--- config.mk ---
export PLATFORM = sky130hd
export DESIGN_NAME = piano_key_tracker
export DESIGN_NICKNAME = d
export VERILOG_FILES = /design/src/rtl/piano_pkg.sv /design/src/rtl/piano_scancode_lut.sv /design/src/rtl/piano_key_tracker.sv
export SDC_FILE = /design/constraint.sdc
export NUM_CORES = 1
export LEC_CHECK = 0
export BUFFER_PORTS_ARGS = -buffer_cell sky130_fd_sc_hd__buf_4
export CAP_MARGIN = 20
export CORE_AREA = 2 2 97 99
export CTS_BUF_LIST = sky130_fd_sc_hd__clkbuf_2 sky130_fd_sc_hd__clkbuf_4 sky130_fd_sc_hd__clkbuf_8
export CTS_CLUSTER_SIZE = 16
export DETAILED_ROUTE_END_ITERATION = 8
export DIE_AREA = 0 0 99 101
export PLACE_DENSITY = 0.66
export SLEW_MARGIN = 40
export SYNTH_ARGS = -nofsm -noshare
export SYNTH_HDL_FRONTEND = slang
export SYNTH_SLANG_ARGS = --single-unit
--- constraint.sdc ---
create_clock -name mclk -period 6.25 [get_ports mclk]
set_input_delay 0 -clock mclk [delete_from_list [all_inputs] [get_ports mclk]]
set_output_delay 0 -clock mclk [all_outputs]
set_load 0.02 [all_outputs]
--- src/rtl/piano_pkg.sv ---
// Shared scan-code constants and FSM state type for the PS/2 piano key tracker.
package piano_pkg;

  localparam logic [7:0] SC_BREAK  = 8'hF0;
  localparam logic [7:0] SC_EXT    = 8'hE0;
  localparam logic [7:0] SC_OCT_DN = 8'h4E;
  localparam logic [7:0] SC_OCT_UP = 8'h55;

  // Index is the window note: bottom row Z..M is 0-11, top row Q..U is 12-23.
  localparam logic [7:0] NOTE_CODES [24] = '{
    8'h1A, 8'h1B, 8'h22, 8'h23, 8'h21, 8'h2A, 8'h34, 8'h32, 8'h33, 8'h31, 8'h3B, 8'h3A,
    8'h15, 8'h1E, 8'h1D, 8'h26, 8'h24, 8'h2D, 8'h2E, 8'h2C, 8'h36, 8'h35, 8'h3D, 8'h3C
  };

  typedef enum logic [1:0] {
    ST_IDLE,
    ST_BRK,
    ST_EXT,
    ST_EXTBRK
  } kb_state_e;

endpackage

--- src/rtl/piano_scancode_lut.sv ---
// Combinational scan-code to window-note lookup for the 24 piano keys.
module piano_scancode_lut
  import piano_pkg::*;
(
  input  logic [7:0] code,
  output logic       hit,
  output logic [4:0] note
);

  always_comb begin
    hit  = 1'b0;
    note = 5'd0;
    for (int i = 0; i < 24; i++) begin
      if (code == NOTE_CODES[i]) begin
        hit  = 1'b1;
        note = 5'(i);
      end
    end
  end

endmodule

--- src/rtl/piano_key_tracker.sv ---
// PS/2 scan-code interpreter: make/break/extended prefix FSM, held-note bitmap and note events.
// Optional octave shift on '-'/'=' keys is enabled by defining PIANO_OCTAVE_SHIFT_EN.
module piano_key_tracker
  import piano_pkg::*;
#(
  parameter int OCTAVES        = 2,
  parameter int TIMEOUT_CYCLES = 2_500_000
) (
  input  logic                            mclk,
  input  logic                            rst,
  input  logic                            in_valid,
  input  logic [7:0]                      in_data,
  output logic [12*OCTAVES-1:0]           keys,
  output logic                            ev_valid,
  output logic                            ev_press,
  output logic [$clog2(12*OCTAVES)-1:0]   ev_note,
  output logic [2:0]                      octave,
  output logic [7:0]                      last_byte,
  output logic [7:0]                      prev_byte
);

  localparam int NK = 12 * OCTAVES;
  localparam int NW = $clog2(NK);
  localparam int CW = $clog2(TIMEOUT_CYCLES + 1);

  kb_state_e         state_q, state_d;
  logic [CW-1:0]     idle_cnt_q, idle_cnt_d;
  logic              expire;
  logic              lut_hit;
  logic [4:0]        lut_note;
  logic [2:0]        oct_base;
  logic [NW-1:0]     note_abs;
  logic              do_make, do_break;
  logic [NK-1:0]     keys_q, keys_d;
  logic              ev_valid_q, ev_valid_d;
  logic              ev_press_q, ev_press_d;
  logic [NW-1:0]     ev_note_q, ev_note_d;
  logic [7:0]        last_byte_q, last_byte_d;
  logic [7:0]        prev_byte_q, prev_byte_d;

`ifdef PIANO_OCTAVE_SHIFT_EN
  localparam logic [2:0] OCT_MAX = 3'(OCTAVES - 2);
  logic [2:0] octave_q, octave_d;
  logic       do_oct_dn, do_oct_up;
  assign oct_base = octave_q;
`else
  assign oct_base = 3'd0;
`endif

  piano_scancode_lut u_lut (
    .code (in_data),
    .hit  (lut_hit),
    .note (lut_note)
  );

  assign note_abs = NW'(int'(lut_note) + 12 * int'(oct_base));

  // An incoming byte always wins over an expiring prefix timeout.
  assign expire = (idle_cnt_q >= CW'(TIMEOUT_CYCLES - 1));

  always_comb begin
    if (in_valid)
      idle_cnt_d = '0;
    else if (idle_cnt_q == CW'(TIMEOUT_CYCLES))
      idle_cnt_d = idle_cnt_q;
    else
      idle_cnt_d = idle_cnt_q + CW'(1);
  end

  always_ff @(posedge mclk) begin
    if (rst) begin
      state_q    <= ST_IDLE;
      idle_cnt_q <= '0;
    end else begin
      state_q    <= state_d;
      idle_cnt_q <= idle_cnt_d;
    end
  end

  always_comb begin
    state_d = state_q;
    if (in_valid) begin
      case (state_q)
        ST_IDLE: begin
          if (in_data == SC_BREAK)    state_d = ST_BRK;
          else if (in_data == SC_EXT) state_d = ST_EXT;
        end
        ST_EXT:  state_d = (in_data == SC_BREAK) ? ST_EXTBRK : ST_IDLE;
        default: state_d = ST_IDLE;
      endcase
    end else if (expire) begin
      state_d = ST_IDLE;
    end
  end

  always_comb begin
    do_make  = 1'b0;
    do_break = 1'b0;
`ifdef PIANO_OCTAVE_SHIFT_EN
    do_oct_dn = 1'b0;
    do_oct_up = 1'b0;
`endif
    if (in_valid) begin
      case (state_q)
        ST_IDLE: begin
          do_make = lut_hit;
`ifdef PIANO_OCTAVE_SHIFT_EN
          do_oct_dn = (in_data == SC_OCT_DN);
          do_oct_up = (in_data == SC_OCT_UP);
`endif
        end
        ST_BRK:  do_break = lut_hit;
        default: ;
      endcase
    end
  end

  always_comb begin
    keys_d      = keys_q;
    ev_valid_d  = 1'b0;
    ev_press_d  = ev_press_q;
    ev_note_d   = ev_note_q;
    last_byte_d = last_byte_q;
    prev_byte_d = prev_byte_q;
    if (in_valid) begin
      prev_byte_d = last_byte_q;
      last_byte_d = in_data;
    end
    if (do_make) begin
      keys_d[note_abs] = 1'b1;
      if (!keys_q[note_abs]) begin
        ev_valid_d = 1'b1;
        ev_press_d = 1'b1;
        ev_note_d  = note_abs;
      end
    end
    if (do_break) begin
      keys_d[note_abs] = 1'b0;
      if (keys_q[note_abs]) begin
        ev_valid_d = 1'b1;
        ev_press_d = 1'b0;
        ev_note_d  = note_abs;
      end
    end
`ifdef PIANO_OCTAVE_SHIFT_EN
    octave_d = octave_q;
    if (do_oct_dn && octave_q != 3'd0) begin
      octave_d = octave_q - 3'd1;
      keys_d   = '0;
    end
    if (do_oct_up && octave_q < OCT_MAX) begin
      octave_d = octave_q + 3'd1;
      keys_d   = '0;
    end
`endif
  end

  always_ff @(posedge mclk) begin
    if (rst) begin
      keys_q      <= '0;
      ev_valid_q  <= 1'b0;
      ev_press_q  <= 1'b0;
      ev_note_q   <= '0;
      last_byte_q <= '0;
      prev_byte_q <= '0;
    end else begin
      keys_q      <= keys_d;
      ev_valid_q  <= ev_valid_d;
      ev_press_q  <= ev_press_d;
      ev_note_q   <= ev_note_d;
      last_byte_q <= last_byte_d;
      prev_byte_q <= prev_byte_d;
    end
  end

`ifdef PIANO_OCTAVE_SHIFT_EN
  always_ff @(posedge mclk) begin
    if (rst) octave_q <= 3'd0;
    else     octave_q <= octave_d;
  end
  assign octave = octave_q;
`else
  assign octave = 3'd0;
`endif

  assign keys      = keys_q;
  assign ev_valid  = ev_valid_q;
  assign ev_press  = ev_press_q;
  assign ev_note   = ev_note_q;
  assign last_byte = last_byte_q;
  assign prev_byte = prev_byte_q;

endmodule
Word-level counts from Yosys, hierarchy flattened
Cells that the tools add are included.
- add/subtract/negate cells: 1
- $mul: 0
- divide/modulo/power cells: 0
- order comparisons: 3
- equality and inequality tests: 30
- shift-type cells: 0
- multiplexer cells: 75
- bitwise logic cells: 3
- reductions and logical operators: 5
- operator list (kind ; number):
    8-bit by 6-bit equality test with 1-bit output, second input constant ; 19
    5-bit two-way mux ; 12
    24-bit two-way mux ; 2
    8-bit by 5-bit equality test with 1-bit output, second input constant ; 5
    1-bit two-way mux ; 39
    4-bit two-way mux ; 8
    24-bit bitwise AND ; 1
    24-bit inverter ; 1
    24-bit bitwise OR ; 1
    22-bit by 1-bit adder with 22-bit output, second input constant ; 1
    22-bit equality test, second input constant ; 1
    22-bit >= comparator, second input constant ; 1
    8-bit equality test, second input constant ; 2
    2-bit two-way mux ; 7
    3-bit two-way mux ; 4
    5-bit by 6-bit less-than comparator with 1-bit output, second input constant ; 1
    1-bit binary-select mux with 5-bit select ; 1
    1-bit demux with 5-bit select ; 1
    5-bit by 1-bit >= comparator with 1-bit output, second input constant ; 1
    4-bit inequality test, second input constant ; 1
    2-bit one-hot mux with 2 select lines ; 1
    2-bit by 1-bit equality test with 1-bit output, second input constant ; 1
    2-bit equality test, second input constant ; 1
    2-bit zero test ; 1
    4 further kinds ; 4
- register bits after elaboration: 71
- latch bits: 0
- bits in writable memories: 0
- memory bits (read-only): 0
- input bits: 11
- logic and storage cells: 125
- memories kept: 0

Logic depth before layout (Yosys ltp)
Gate-level depths: netlist (run 1).
- depth in word-level cells: 32
- gate-level depth with buffers: 13

By module
A second synthesis (run 1) with hierarchy kept.
- cell total of the unflattened synthesis: 425
- area total of the unflattened synthesis: 3863.7 um^2
- modules (own cells, without submodules) (module ; instances ; cells each ; area each (um^2) ; seq. area each (um^2)):
    piano_key_tracker ; 1 ; 352 ; 3354.5 ; 1421.4
    piano_scancode_lut ; 1 ; 73 ; 509.2 ; 0.0

Least setup slack after synthesis (run 1)
No wires, ideal clock.
- path kind: input to register
- start point: input in_data[4]
- end point: register ev_note_q[0] (netlist: ev_note[0])
- setup time: 0.134 ns
- arrival time: 2.175 ns
- required time: 6.116 ns
- setup slack: 3.941 ns
- stages on the path: 13
- cell sequence: buf_2 > nand4bb_1 > or3_1 > and3_1 > buf_6 > and2_1 > buf_2 > mux2i_1 > mux2i_1 > o21ai_2 > or3_4 > a31oi_1 > a211oi_1
- cells in the longest elaborated chain, start to end: 30
- ends and longest elaborated chain (what ; RTL line ; RTL):
    start: declaration ; piano_key_tracker.sv:12 ; input logic [7:0] in_data,
    8-bit by 5-bit equality test with 1-bit output ; piano_scancode_lut.sv:14 ; if (code == NOTE_CODES[i]) begin
    1-bit two-way mux ; piano_scancode_lut.sv:14 ;
    2-bit two-way mux / 1-bit two-way mux (equally long branches) (2 in a row) ; piano_scancode_lut.sv:14 ;
    3-bit two-way mux / 1-bit two-way mux (equally long branches) (4 in a row) ; piano_scancode_lut.sv:14 ;
    4-bit two-way mux / 1-bit two-way mux (equally long branches) (8 in a row) ; piano_scancode_lut.sv:14 ;
    5-bit two-way mux / 1-bit two-way mux (equally long branches) (8 in a row) ; piano_scancode_lut.sv:14 ;
    1-bit binary-select mux with 5-bit select / 1-bit two-way mux (equally long branches) ; piano_key_tracker.sv:131, piano_key_tracker.sv:139, piano_scancode_lut.sv:14 ;
    1-bit two-way mux (on tied branches) ; piano_key_tracker.sv:131, piano_key_tracker.sv:139, piano_key_tracker.sv:104 ;
    5-bit two-way mux / 1-bit two-way mux (equally long branches) ; piano_key_tracker.sv:131, piano_key_tracker.sv:103 ;
    5-bit two-way mux ; piano_key_tracker.sv:129 ; if (do_make) begin
    5-bit two-way mux ; piano_key_tracker.sv:139 ; if (keys_q[note_abs]) begin
    5-bit two-way mux * ; piano_key_tracker.sv:137 ; if (do_break) begin
    end signal: assignment ; piano_key_tracker.sv:170 ; ev_note_q <= ev_note_d;
    end: declaration ; piano_key_tracker.sv:37 ; logic [NW-1:0] ev_note_q, ev_note_d;
Every way passes the cells marked *; elsewhere a longest branch is shown, timed or not. The select of a mux whose other input is x is not followed.
A chain may end at the register's enable or synchronous reset.

Worst setup path in the final report (run 1)
- start point: input in_data[6]
- end point: register keys_q[6] (netlist: keys[6])
- cells in the longest elaborated chain, start to end: 32
- ends and longest elaborated chain (what ; RTL line ; RTL):
    8-bit by 5-bit equality test with 1-bit output ; piano_scancode_lut.sv:14 ;
    1-bit two-way mux ; piano_scancode_lut.sv:14 ;
    2-bit two-way mux (2 in a row) ; piano_scancode_lut.sv:14 ;
    3-bit two-way mux (4 in a row) ; piano_scancode_lut.sv:14 ;
    4-bit two-way mux (8 in a row) ; piano_scancode_lut.sv:14 ;
    5-bit two-way mux (8 in a row) ; piano_scancode_lut.sv:14 ;
    5-bit by 6-bit less-than comparator with 1-bit output (implied by the code) / 5-bit by 1-bit >= comparator with 1-bit output (equally long branches) ; piano_key_tracker.sv:130, piano_key_tracker.sv:138 ;
    1-bit logical AND (implied by the code) ; piano_key_tracker.sv:130, piano_key_tracker.sv:138 ;
    1-bit two-way mux (implied by the code) ; piano_key_tracker.sv:130, piano_key_tracker.sv:138 ;
    1-bit demux with 5-bit select ; piano_key_tracker.sv:130, piano_key_tracker.sv:138 ;
    24-bit bitwise OR (no line) ; - ;
    24-bit two-way mux ; piano_key_tracker.sv:129 ;
    24-bit bitwise AND (no line) ; - ;
    24-bit two-way mux * ; piano_key_tracker.sv:137 ;
    end signal: assignment ; piano_key_tracker.sv:167 ; keys_q <= keys_d;
    end: declaration ; piano_key_tracker.sv:34 ; logic [NK-1:0] keys_q, keys_d;
Every way passes the cells marked *; elsewhere a longest branch is shown, timed or not.

==> out/qor.yml, run 1 <==
worst_setup_path:
  start_kind: "input port"
  crit_required_ns: 6.47
  crit_type: "in -> reg"
  cp-end-kind: "register"
  crit_arrival_ns: 3.22
  crit_fanout: 12
pwr:
  combPwrFrac_pct: 11.8
  pwr-share-seq_pct: 48.3
  p_switching_w: 0.0002744
  pwr_density_cell_nw_per_um2: 208.4
  ir_drop_v: 0.0001320
  power.share.clock_pct: 39.9
  p_int_w: 0.0006891
  switching_share_pct: 28.48
  power.leakage_nw: 1.797
synthesis:
  yosys_warnings: 0
  avgSynthCellArea_um2: 8.254
  syn_inst: 481
  synth_flop_cell: "dfxtp_1"
  yosysTopAreaCellShare_pct: 35.80
  synth_edf_count: 0
  yosysMostFrequentCell: "nor2_1"
  synth.distinct_cells: 72
  async_flop_share_pct: 0
  synth_top_cells_by_count: "nor2_1 (79), dfxtp_1 (71), mux2i_1 (38)"
  synth_area_um2: 3970
  synth_area_leaders: "dfxtp_1 (36%), mux2i_1 (9.6%), nor2_1 (7.5%), xor2_1 (3.1%), a21oi_1 (2.8%)"
  ys_ff_latch: 71
  ys_seq_area_share_pct: 35.80
  synth_largest_area_cell: "dfxtp_1"
place:
  gp_routability_congestion: 1.011
  post_dp_cell_area_um2: 4379
  dp_hpwl_um: 7625
  numPortBuffers: 57
cts:
  clock-sinks: 71
  htree_levels: 3
  postCtsSetupBuffers: 0
  cts_max_path_buffers: 2
  ctsResizeCount: 0
  cts-root-buf: "clkbuf_8"
  cts_tree: "built"
  cts_buffers: 9
  clk_pin_slew_ns: 0.08
  clock_latency_ns: 0.35
floorplan:
  initial_core_util_pct: 44.22
  die_area_um2: 9999
  die_x_um: 99
  rows: 35
  io_pins: 61
  fp.dieH_um: 101
  core_area_um2: 8977
detailed_routing:
  drc: 0
  dr.pass1.iters: 5
  num_vias: 3703
  ant_nets: 0
  drt_wl_total_um: 10860
  wl_per_cell_um: 17.02
  viasPerCell: 5.804
  drt_iter0_drc: 363
timing:
  setup-tns-final_ns: 0
  hold_viol: 0
  tightest_slew_ns: 0.7402
  finalMaxSlewViolations: 0
  relSlewSlack_pct: 50.65
  fin_crit_ns: 3.002
  fmax_mhz: 333.1
  grt_setup_unrepaired: "false"
  finalClockSkew_ns: 0.01271
  final.period_utilization_pct: 48.04
  finalSetupViolCount: 0
final_layout:
  seq_area_um2: 1421
  drive_gt1_share_pct: 17.65
  diodes: 0
  stdcell_area_um2: 4623
  syn_to_final_growth_pct: 16.45
  multi_input_area_um2: 2375
  post-route-util_pct: 51.50
  fin_nets: 535
  fill_cells: 869
status:
  outcome: "complete, no violations"
worst_hold_path:
  min_path_type: "in -> reg"
run:
  maxCapViolations: 0
global_routing:
  track_usage_pct: 22.11
  grt_start_max_net_pins: 51
  grt_pass1_wl_um: 17710
  first_global_vias: 3473
  antenna_found_initial: 0
  grt_overflow: 0
[power groups by stage]
stage               Sequential, W  Clock [W]  Combinational (W)
floorplan                0.000484          0          0.0000709
global placement         0.000476          0           0.000110
detailed placement       0.000476          0           0.000110
CTS                      0.000466   0.000393           0.000112
global route             0.000467   0.000416           0.000124
finish                   0.000466   0.000384           0.000114
[routing by layer]
layer	up-vias	GRT usage, %	part of all wire, %
met4	0	9.800	3.1
li1	1804	-	-
met3	38	5.201	7.9
met1	1722	28.96	43
met5	-	0	0
met2	139	34.72	46
[layout make-up]
class,instances,area share [%]
Clock buffer,9,2.679
Clock inverter,7,1.732
Inverter,7,0.5683
Multi-Input combinational cell,373,51.37
Sequential cell,71,30.74
Tap cell,111,3.004
Timing Repair Buffer,60,9.905
[cell usage in the layout, fill, tap and decap left out, drive strengths merged, types with 4 or more instances in the layout]
master / n
a21oi: 23
clkinv: 4
a211oi: 4
nand2b: 9
o211ai: 6
or3: 11
xor2: 14
o21ai: 21
nor4: 6
dfxtp: 71
a31oi: 6
nand4: 10
nand2: 27
and3: 9
nor3: 18
buf: 57
a21o: 4
nor2: 80
nand3: 20
o21a: 5
nor2b: 4
clkbuf: 9
inv: 7
mux2i: 38
xnor2: 7
[final timing paths]
path,startpoint,endpoint,slack (ns),depth (start not counted)
worst min-delay path,in_data[0],last_byte[0]$_SDFFE_PP0P_,0.06,3
worst max register to register,state_q[0]$_SDFFE_PP0P_,state_q[1]$_SDFFE_PP0P_,4.00,6
worst max-delay path,in_data[6],keys[6]$_SDFF_PP0_,3.25,12
worst min register to register,keys[2]$_SDFF_PP0_,keys[2]$_SDFF_PP0_,0.50,2
[worst max-delay path, cell delays in order]
cell	delay, ns
dlygate4sd3_1	0.54
buf_4	0.18
or4b_4	0.52
a211o_1	0.32
o211ai_1	0.18
a41oi_2	0.10
a21oi_2	0.52
nand3_1	0.21
nor3_1	0.30
nand2_1	0.12
mux2i_1	0.17
nor2_1	0.06
[logic make-up after synthesis]
logic type	count (synthesis)	share of synthesized area, %
and+or+nand+nor	217	28.71
adders and majority gates	2	0.6302
buffers and inverters	39	4.822
xor gates and xnor gates	21	4.633
other	1	0.09446
muxes	38	9.581
AOI/OAI and AO/OA	92	15.73
DFF	71	35.80
[registers in the layout (all words and copies together), names as in the netlist]
signal,cells
idle_cnt_q,22
ev_press,1
keys,24
state_q,2
ev_note,5
last_byte,8
prev_byte,8
ev_valid,1
[through the flow]
stage	hold slack [ns]	std cells	power, W	worst slack (ns)
2_1_floorplan	0.1477	483	0.0005553	3.941
3_3_place_gp	0.3521	619	0.0005861	3.257
3_5_place_dp	0.3534	619	0.0005865	3.240
4_1_cts	0.04931	638	0.0009703	3.079
5_1_grt	0.1097	638	0.001007	3.019
6_report	0.06006	638	0.0009635	3.248
[repair_timing]
| action | in CTS | in global routing |
|---|---|---|
| setup endpoints to repair | 0 | 0 |
| hold buffers | 3 | 0 |
| endpoints found under the hold margin | 3 | 0 |
(Power assumes the default switching activity.)
==> inputs of run 2 (changes only) <==
==> constraint.sdc (replaced) <==
create_clock -name mclk -period 3 [get_ports mclk]
set_input_delay 0 -clock mclk [delete_from_list [all_inputs] [get_ports mclk]]
set_output_delay 0 -clock mclk [all_outputs]
set_load 0.02 [all_outputs]
==> out/qor.yml, run 2 (synthesis results as in run 1) <==
status:
  outcome: "complete, no violations"
timing:
  setup-tns-final_ns: 0
  hold_viol: 0
  setup_ws_ns: 0.1387
  relSlewSlack_pct: 54.05
  finalMaxSlewViolations: 0
  finalClockSkew_ns: 0.008067
  tightest_slew_ns: 0.6884
  finalSetupViolCount: 0
  hold_ws_ns: 0.02721
  fin_crit_ns: 2.861
  fmax_mhz: 349.5
  final.period_utilization_pct: 95.38
  grt_setup_unrepaired: "false"
detailed_routing:
  drc: 0
  drt_iter0_drc: 292
  num_vias: 3732
  ant_nets: 0
  drt_wl_total_um: 10940
  viasPerCell: 5.813
  dr.pass1.iters: 6
  wl_per_cell_um: 17.04
worst_setup_path:
  crit_fanout: 8
  crit_type: "in -> reg"
  reg2reg_depth: 9
  cp-end-kind: "register"
  crit_chain: "dlygate4sd3_1 -> buf_4 -> or4b_4 -> a211o_1 -> o211ai_1 -> a41oi_2 -> a21o_1 -> or3_4 -> nor4_2 -> mux2i_1 -> nor2_1"
  cp_slowest_cell: "dlygate4sd3_1"
  cp-startpoint: "in_data[6]"
  slowest_delay_ns: 0.53
  path_buf_inv: 2
  start_kind: "input port"
  crit_arrival_ns: 3.08
  reg2reg_from: "keys[9]$_SDFF_PP0_"
  crit_required_ns: 3.22
  path_depth: 11
  critPathTopFamily: "simple AND/OR/NAND/NOR gates"
floorplan:
  core_area_um2: 8977
  rows: 35
  die_x_um: 99
  initial_core_util_pct: 44.22
  die_area_um2: 9999
  io_pins: 61
  fp.dieH_um: 101
final_layout:
  syn_to_final_growth_pct: 17.52
  diodes: 0
  largest_reg_flops: 24
  post-route-util_pct: 51.97
  drive_gt1_share_pct: 18.46
  final_common_cell: "nor2_1"
  fin_nets: 540
  final_cell_mix: "nor2_1 (79), dfxtp_1 (71), buf_4 (63), mux2i_1 (38), nand2_1 (27)"
place:
  dp_hpwl_um: 7751
  dp_slack_ns: 0.2326
  numPortBuffers: 57
  gp_routability_congestion: 0.9353
cts:
  postCtsSetupBuffers: 0
  clock_latency_ns: 0.35
  clk_pin_slew_ns: 0.07
  cts-root-buf: "clkbuf_8"
  clock-sinks: 71
  cts_tree: "built"
  cts_max_path_buffers: 2
  cts_buffers: 9
  htree_levels: 3
pwr:
  ir_drop_v: 0.0002342
  power.leakage_nw: 1.832
  pwr_density_cell_nw_per_um2: 438.7
  fin_total_pwr_w: 0.002047
global_routing:
  grt_pass1_wl_um: 17450
  first_global_vias: 3417
  grt_start_max_net_pins: 51
  antenna_found_initial: 0
  track_usage_pct: 22.05
  grt_overflow: 0
worst_hold_path:
  worstHoldStart: "in_data[7]"
  min_path_type: "in -> reg"
  min_delay_path_depth: 3
run:
  maxCapViolations: 0
==> run 2: timing repair <==
item	in CTS	in global routing
hold buffers	2	0
hold endpoints to repair	2	0
setup endpoints to repair	0	3
resized for setup	0	1
==> run 2: metal layers <==
metal  track usage [%]  part of all wire, %  wire (µm)
met3             5.201                  6.7        729
met5                 0                    0          0
met1             28.36                   44       4780
met2             35.81                   47       5157
met4             8.746                  2.5        275
==> run 2: final timing paths <==
path                                to  slack (ns)
min reg2reg  prev_byte[6]$_SDFFE_PP0P_        0.50
max reg2reg      ev_note[2]$_SDFF_PP0_        0.69
max                keys[15]$_SDFF_PP0_        0.14
min          last_byte[7]$_SDFFE_PP0P_        0.03
==> run 2: report_power, final <==
part	switching [W]	total (W)	internal, W	leakage, nW
sequential	0.0000117	0.000970	0.000958	0.575
combinational	0.000151	0.000238	0.0000874	1.15
clock	0.000377	0.000839	0.000462	0.105
total	0.000539	0.00205	0.00151	1.83
==> run 2: final cells by class <==
cell class / instances / area (µm²)
Fill cell: 842 / 4312
Multi-Input combinational cell: 373 / 2376
Sequential cell: 71 / 1421
Timing Repair Buffer: 65 / 493.0
Tap cell: 111 / 138.9
Clock buffer: 9 / 123.9
Clock inverter: 6 / 86.33
Inverter: 7 / 26.28
==> run 2: per-stage QoR <==
step / instance area (µm²) / std cells
global placement: 4424 / 625
CTS: 4654 / 642
floorplan: 3978 / 483
detailed placement: 4424 / 625
global route: 4666 / 642
finish: 4666 / 642
==> run 2: worst min-delay path, cell delays in order <==
cell and delay, ns:
buf_4 0.16, mux2i_1 0.09, nor2_1 0.08
==> inputs of run 3 (changes only) <==
--- a/config.mk
+++ b/config.mk
@@ -7,12 +7,12 @@
 export LEC_CHECK = 0
 export BUFFER_PORTS_ARGS = -buffer_cell sky130_fd_sc_hd__buf_4
 export CAP_MARGIN = 20
-export CORE_AREA = 2 2 97 99
+export CORE_AREA = 2 2 93 95
 export CTS_BUF_LIST = sky130_fd_sc_hd__clkbuf_2 sky130_fd_sc_hd__clkbuf_4 sky130_fd_sc_hd__clkbuf_8
 export CTS_CLUSTER_SIZE = 16
 export DETAILED_ROUTE_END_ITERATION = 8
-export DIE_AREA = 0 0 99 101
-export PLACE_DENSITY = 0.66
+export DIE_AREA = 0 0 95 97
+export PLACE_DENSITY = 0.71
 export SLEW_MARGIN = 40
 export SYNTH_ARGS = -nofsm -noshare
 export SYNTH_HDL_FRONTEND = slang
==> out/qor.yml, run 3 (synthesis results as in run 1) <==
status:
  outcome: "complete, no violations"
cts:
  cts-root-buf: "clkbuf_8"
  htree_levels: 3
  cts_max_path_buffers: 2
  cts_tree: "built"
  clk_pin_slew_ns: 0.08
  postCtsSetupBuffers: 0
  cts_buffers: 9
  clock-sinks: 71
  clock_latency_ns: 0.35
place:
  gp_routability_congestion: 0.9863
  dp_cells: 624
  numPortBuffers: 57
  dp_hpwl_um: 7938
  dp_slack_ns: 0.3137
timing:
  fmax_mhz: 351.8
  fin_crit_ns: 2.842
  finalMaxSlewViolations: 0
  tightest_slew_ns: 0.8144
  finalClockSkew_ns: 0.01075
  grt_setup_unrepaired: "false"
  finalSetupViolCount: 0
  relSlewSlack_pct: 45.21
  setup_ws_ns: 0.1577
  hold_viol: 0
  setup-tns-final_ns: 0
  final.period_utilization_pct: 94.74
worst_setup_path:
  cp-end-kind: "register"
  crit_fanout: 8
  start_kind: "input port"
  crit_chain: "dlygate4sd3_1 -> buf_4 -> nand4bb_1 -> or3_1 -> and3_1 -> and2_1 -> mux2i_1 -> a22oi_2 -> a21oi_4 -> or3_4 -> a31oi_1 -> a211oi_1"
  slowest_delay_ns: 0.55
  cp_slowest_cell: "dlygate4sd3_1"
  crit_type: "in -> reg"
  crit_required_ns: 3.21
  crit_arrival_ns: 3.06
pwr:
  power.leakage_nw: 1.838
  switching_share_pct: 27.95
  p_int_w: 0.001366
  p_switching_w: 0.0005297
  power.share.clock_pct: 36.0
  pwr_density_cell_nw_per_um2: 406.5
  ir_drop_v: 0.0002161
  pwr-share-seq_pct: 51.2
  combPwrFrac_pct: 12.8
  fin_total_pwr_w: 0.001896
detailed_routing:
  viasPerCell: 5.927
  drc: 0
  drt_iter0_drc: 305
  drt_wl_total_um: 10950
  num_vias: 3799
  ant_nets: 0
  wl_per_cell_um: 17.08
  dr.pass1.iters: 4
final_layout:
  syn_to_final_growth_pct: 17.46
  fill_cells: 756
  layout.cells.non_filler: 641
  largest_reg_flops: 24
  diodes: 0
  final_cell_mix: "nor2_1 (79), dfxtp_1 (71), buf_4 (68), mux2i_1 (37), nand2_1 (27)"
  multi_input_area_um2: 2382
  drive_gt1_share_pct: 19.59
  seq_area_um2: 1421
  fin_nets: 545
  final_common_cell: "nor2_1"
floorplan:
  initial_core_util_pct: 48.81
  die_area_um2: 9215
  die_x_um: 95
  io_pins: 61
  fp.dieH_um: 97
  core_area_um2: 8134
  rows: 33
global_routing:
  grt_pass1_wl_um: 17220
  track_usage_pct: 23.77
  grt_start_max_net_pins: 51
  antenna_found_initial: 0
  first_global_vias: 3465
  grt_overflow: 0
worst_hold_path:
  min_path_type: "in -> reg"
run:
  maxCapViolations: 0
[run 3: cell count changes in the layout (fill, tap and decap cells not counted), sizes merged]
cell and delta:
clkinv -1, buf +5, bufinv -2, clkinvlp +1, clkbuf +1, inv +1
[run 3: path summary, 6_finish.rpt]
path                             start                   endpoint  slack (ns)  cells after the start
max                         in_data[7]      ev_note[0]$_SDFF_PP0_        0.16                     12
min                         in_data[5]  last_byte[5]$_SDFFE_PP0P_        0.02                      3
max reg2reg         keys[9]$_SDFF_PP0_      ev_note[3]$_SDFF_PP0_        0.78                      9
min reg2reg  prev_byte[1]$_SDFFE_PP0P_  prev_byte[1]$_SDFFE_PP0P_        0.50                      2
[run 3: power groups by stage]
stage	Sequential (W)	Combinational (W)	Clock [W]
after floorplan	0.00101	0.000148	0
after global placement	0.000992	0.000233	0
after detailed placement	0.000993	0.000234	0
after CTS	0.000971	0.000237	0.000699
after global routing	0.000973	0.000260	0.000738
final	0.000971	0.000242	0.000683
[run 3: critical path, delay by kind of cell]
family | cells | cell delay (ns)
AND/OR/NAND/NOR | 5 | 1.48
buffers and inverters | 2 | 0.73
AO/OA/AOI/OAI | 4 | 0.62
multiplexers | 1 | 0.20
[run 3: cell type report]
cell class | instances | area share, %
tap | 105 | 2.817
multi-input combinational | 373 | 51.09
inverter | 7 | 0.5635
timing repair buffer | 70 | 11.38
sequential | 71 | 30.48
clock buffer | 10 | 2.951
clock inverter | 5 | 0.7244
[run 3: metrics by stage]
stage	util (%)	hold WS, ns	instance area [µm²]
after floorplan	-	0.1477	3978
after global placement	54.76	0.3501	4454
after detailed placement	54.76	0.3523	4454
after CTS	57.11	0.01508	4646
after global routing	57.33	0.04924	4663
final	57.33	0.02045	4663
[run 3: repair_timing]
item                                   4_1_cts  5_1_grt
resized for setup                            0        4
hold buffers                                 2        0
setup endpoints to repair                    0        6
endpoints found under the hold margin        2        0
[run 3: per-layer routing]
layer  vias up  share of wire (%)  GRT usage (%)
li1       1822                  -              -
met1      1814                 46          33.83
met2       136                 45          35.30
met3        27                6.1          3.427
met4         0                2.7          10.70
met5         -                  0              0
